===== src/rtl/deskew_scan_ctrl.sv =====
// Raster scan sequencer for a skew accumulator. It walks column and row indices,
// clears and steps the accumulator, and hands addresses to a valid/ready consumer.
module deskew_scan_ctrl #(
  parameter int ROW_W = 10
) (
  input  logic             clk,
  input  logic             rst_n,
  input  logic             start,
  input  logic             abort,
  input  logic [7:0]       cfg_width,
  input  logic [ROW_W-1:0] cfg_height,
  output logic             acc_en,
  output logic             acc_sclr,
  output logic [7:0]       x_out,
  input  logic [23:0]      addr_in,
  output logic [23:0]      addr_out,
  output logic             addr_valid,
  input  logic             addr_ready,
  output logic             addr_last,
  output logic [ROW_W-1:0] row_out,
  output logic             busy,
  output logic             done
);

  typedef enum logic [1:0] {IDLE, CLEAR, SCAN, DONE} state_t;

  state_t           state, state_n;
  logic [7:0]       x_q, width_q;
  logic [ROW_W-1:0] row_q, height_q;
  logic             end_row, last_row;

  assign end_row  = (x_q == width_q);
  assign last_row = (row_q == height_q);
  assign x_out    = x_q;
  assign row_out  = row_q;
  assign addr_out = addr_in;

  always_comb begin
    state_n    = state;
    acc_en     = 1'b0;
    acc_sclr   = 1'b0;
    addr_valid = 1'b0;
    addr_last  = 1'b0;
    busy       = 1'b0;
    done       = 1'b0;
    case (state)
      IDLE: if (start && !abort) state_n = CLEAR;
      CLEAR: begin
        busy     = 1'b1;
        acc_sclr = 1'b1;
        state_n  = abort ? IDLE : SCAN;
      end
      SCAN: begin
        busy       = 1'b1;
        addr_valid = 1'b1;
        addr_last  = end_row && last_row;
        if (abort) begin
          acc_sclr = 1'b1;
          state_n  = IDLE;
        end else if (addr_ready) begin
          // Step the skew in the row's final transfer so the next row starts without a bubble.
          acc_en = end_row && !last_row;
          if (end_row && last_row) state_n = DONE;
        end
      end
      DONE: begin
        if (abort) acc_sclr = 1'b1;
        else       done     = 1'b1;
        state_n = IDLE;
      end
      default: state_n = IDLE;
    endcase
  end

  always_ff @(posedge clk) begin
    if (!rst_n) begin
      state    <= IDLE;
      x_q      <= '0;
      row_q    <= '0;
      width_q  <= '0;
      height_q <= '0;
    end else begin
      state <= state_n;
      if (state == IDLE && state_n == CLEAR) begin
        width_q  <= cfg_width;
        height_q <= cfg_height;
      end
      if (state_n != SCAN) begin
        x_q   <= '0;
        row_q <= '0;
      end else if (state == SCAN && addr_ready) begin
        if (end_row) begin
          x_q   <= '0;
          row_q <= row_q + {{(ROW_W-1){1'b0}}, 1'b1};
        end else begin
          x_q <= x_q + 8'd1;
        end
      end
    end
  end

endmodule


===== config.mk =====
export PLATFORM = sky130hd
export DESIGN_NAME = deskew_scan_ctrl
export DESIGN_NICKNAME = d
export VERILOG_FILES = /design/src/rtl/deskew_scan_ctrl.sv
export SDC_FILE = /design/constraint.sdc
export NUM_CORES = 1
export LEC_CHECK = 0
export ABC_CLOCK_PERIOD_IN_PS = 4200
export CORE_ASPECT_RATIO = 0.75
export CORE_MARGIN = 10
export CORE_UTILIZATION = 46
export DETAILED_ROUTE_END_ITERATION = 8
export PLACE_DENSITY = 0.95
export SLEW_MARGIN = 20
export SYNTH_ARGS = -nofsm -noshare
export SYNTH_HDL_FRONTEND = slang
export SYNTH_SLANG_ARGS = --single-unit

===== constraint.sdc =====
create_clock -name clk -period 4.2 [get_ports clk]
set_input_delay 0.84 -clock clk [delete_from_list [all_inputs] [get_ports clk]]
set_output_delay 0.84 -clock clk [all_outputs]
set_load 0.02 [all_outputs]

==> flow_summary.ini <==
[outcome]
status = complete, no violations

[clock_network]
clockRootBuffer = clkbuf_8
hold_buffers = 0
cts_tree = built
clkSinkCount = 38
htreeDepth = 2
post_cts_buffers = 0
cts_made_buffers = 5
cts_resized = 0
clk_latency_ns = 0.29
clockBufferDepth = 2
clk_pin_slew_worst_paths_ns = 0.07

[worst_hold_path]
hold_class = reg -> reg

[worst_setup_path]
worstPathMaxFanout = 8
cp_common_cell = clkdlybuf4s50_1
max_stage_delay_ns = 0.65
cp-start-kind = input pin
cp_slowest_cell = clkdlybuf4s50_1
worst-r2r-cell-count = 6
crit_buf_inv = 2
cpLargestDelayFamily = buffers and inverters
critPathKind = in -> out
crit_arrival_ns = 2.58
required_ns = 3.36
crit_path_end = acc_en
cp.depth = 5
crit_chain = clkdlybuf4s50_1 > and2_2 > nand3_4 > nor3_1 > clkdlybuf4s50_1
r2r_start = state[1]
worstReg2RegEnd = row_out[1]
r2r_setup_slack_ns = 2.22
startpoint = addr_ready
end_kind = output pin

[flow_run]
cap_violations = 0

[floorplan]
start_util = 0.471
die_w_um = 101
dieArea_um2 = 8210
num_rows = 22
core_um2 = 4840
die_h_um = 81.0
io_pins = 95

[finish]
drive_gt1_frac = 0.117
n_antenna_cell = 0
area_growth_pct = 18.6
final_cells = 326
num-fill-cells = 396
fin_nets = 318
post-route-cell-area_um2 = 2710

[grt]
antenna_found_initial = 0
grt.overflow.total = 0
grt_max_degree = 23
grt_pass1_wl_um = 8680
grt_usage = 0.131
first_global_vias = 1752

[placed_design]
post-place-cells = 318
post-place-ws_ns = 0.763
io_buffer_count = 46
gp_congestion = 0.898
dp_hpwl_um = 4070
post_dp_cell_area_um2 = 2600

[timing]
finalWorstSetupSlack_ns = 0.778
tightest_slew_ns = 0.638
finalMaxSlewViolations = 0
hold_viol = 0
rsz0062_at_grt = false
relSlewSlack = 0.573
period_share = 0.815
setup_tns_ns = 0
finalClockSkew_ns = 0.00858
setup_viol = 0
hold_ws_ns = 0.543
max_freq_mhz = 292
min_period_ns = 3.42

[pwr]
swShare = 0.252
power_switching_mw = 0.209
internal-power_mw = 0.619
pwr-share-clk = 0.369
p_seq_frac = 0.466
p_leak_nw = 1.09
p_per_area_nw_per_um2 = 305
pwr-share-comb = 0.165
peakVddDrop_mv = 0.148

[synthesis]
ys_ff_latch = 38
syn_area_per_cell_um2 = 9.47
ys_warn_count = 0
syn_nets = 294
syn_area_um2 = 2280
ys_types = 38
yosysSeqAreaShare = 0.333
synthCells = 241

[route]
vias = 1746
avgViaCountPerCell = 5.36
routed_wl_um = 5270
drtIter0Drc = 107
dr.pass1.iters = 5
drtAntennaViolNets = 0
drc = 0
wire_per_inst_um = 16.2
## synthesized netlist by cell type, drive strengths merged
cell / count / area, um2
a211oi: 1 / 7.51
a21o: 1 / 7.51
a21oi: 7 / 38.8
and2: 2 / 15.0
and3: 3 / 18.8
and4: 5 / 46.3
buf: 27 / 213
clkbuf: 3 / 15.0
dfxtp: 38 / 761
ha: 6 / 75.1
inv: 2 / 7.51
mux2i: 18 / 180
nand2: 12 / 45.0
nand3: 9 / 57.6
nand4: 12 / 81.3
nand4b: 1 / 8.76
nor2: 23 / 109
nor2b: 21 / 131
nor3: 4 / 20.0
nor4: 6 / 82.6
nor4b: 1 / 8.76
o21a: 2 / 15.0
o21ai: 5 / 36.3
o32ai: 1 / 16.3
xnor2: 1 / 8.76
xor2: 30 / 278
## power by group through the flow
stage / Combinational [mW] / Sequential [mW] / Clock [mW]
2_1_floorplan: 0.129 / 0.391 / 0
3_3_place_gp: 0.131 / 0.393 / 0
3_5_place_dp: 0.136 / 0.394 / 0
4_1_cts: 0.137 / 0.386 / 0.305
5_1_grt: 0.148 / 0.387 / 0.319
6_report: 0.136 / 0.386 / 0.305
## cell families (layout without fill, tap and decap cells)
logic type | count (synthesis) | count (layout) | synth area share
buffers and inverters | 32 | 57 | 0.103
xor gates and xnor gates | 31 | 31 | 0.125
muxes | 18 | 18 | 0.0789
DFF | 38 | 38 | 0.333
adders and majority gates | 6 | 6 | 0.0329
and+or+nand+nor | 99 | 99 | 0.273
AOI/OAI and AO/OA | 17 | 17 | 0.0532
## cells in the final DEF, fill, tap and decap left out, types with 2 or more instances in the layout
cell type	synthesis	routed
clkdlybuf4s50_1	0	46
dfxtp_1	38	38
xor2_1	28	28
nor2b_1	21	21
mux2i_1	18	18
nor2_1	14	14
nand2_1	12	12
nand4_1	11	11
nor2_2	9	9
nand3_1	8	8
a21oi_1	6	6
ha_1	6	6
clkbuf_8	0	5
nor3_1	4	4
nor4_1	3	3
and3_1	3	3
nor4_4	3	3
and4_1	3	3
inv_1	2	2
xor2_2	2	2
and4_2	2	2
and2_2	2	2
o21a_1	2	2
o21ai_0	2	2
clkbuf_1	2	2
## flip-flops by register name (all words and copies together) (netlist names)
register	cells
x_out	8
height_q	10
row_out	10
state	2
width_q	8
## worst min path at each step
| stage | start | end | depth (start not counted) | slack (ns) |
|---|---|---|---|---|
| after detailed placement | width_q[7] | width_q[7] | 2 | 0.53 |
| after global routing | height_q[9] | height_q[9] | 2 | 0.57 |
| after floorplan | width_q[0] | width_q[0] | 2 | 0.51 |
| after CTS | width_q[7] | width_q[7] | 2 | 0.54 |
| after global placement | height_q[6] | height_q[6] | 2 | 0.52 |
| final | width_q[7] | width_q[7] | 2 | 0.54 |
## final cells by class
cell class	count	area [um2]	area share
Multi-Input combinational cell	171	1290	0.477
Inverter	2	7.51	0.00277
Timing Repair Buffer	47	468	0.173
Clock inverter	1	30.0	0.0111
Clock buffer	7	76.3	0.0282
Tap cell	60	75.1	0.0277
Sequential cell	38	761	0.281
## metal layers
layer / global-route usage / wire (um) / part of all wire
met1: 0.160 / 2310 / 0.44
met2: 0.203 / 2420 / 0.46
met4: 0.0597 / 108 / 0.021
met3: 0.0441 / 427 / 0.081
met5: 0 / 0 / 0
## tightest hold or removal path, stage by stage (launching register included)
cell and delay, ns:
dfxtp_1 0.32, mux2i_1 0.12, nor2b_1 0.06
## per-stage QoR
step / utilization / power (mW)
floorplan: - / 0.519
global placement: 0.537 / 0.525
detailed placement: 0.537 / 0.530
CTS: 0.559 / 0.827
global route: 0.559 / 0.854
finish: 0.559 / 0.827
(Power assumes the default switching activity.)
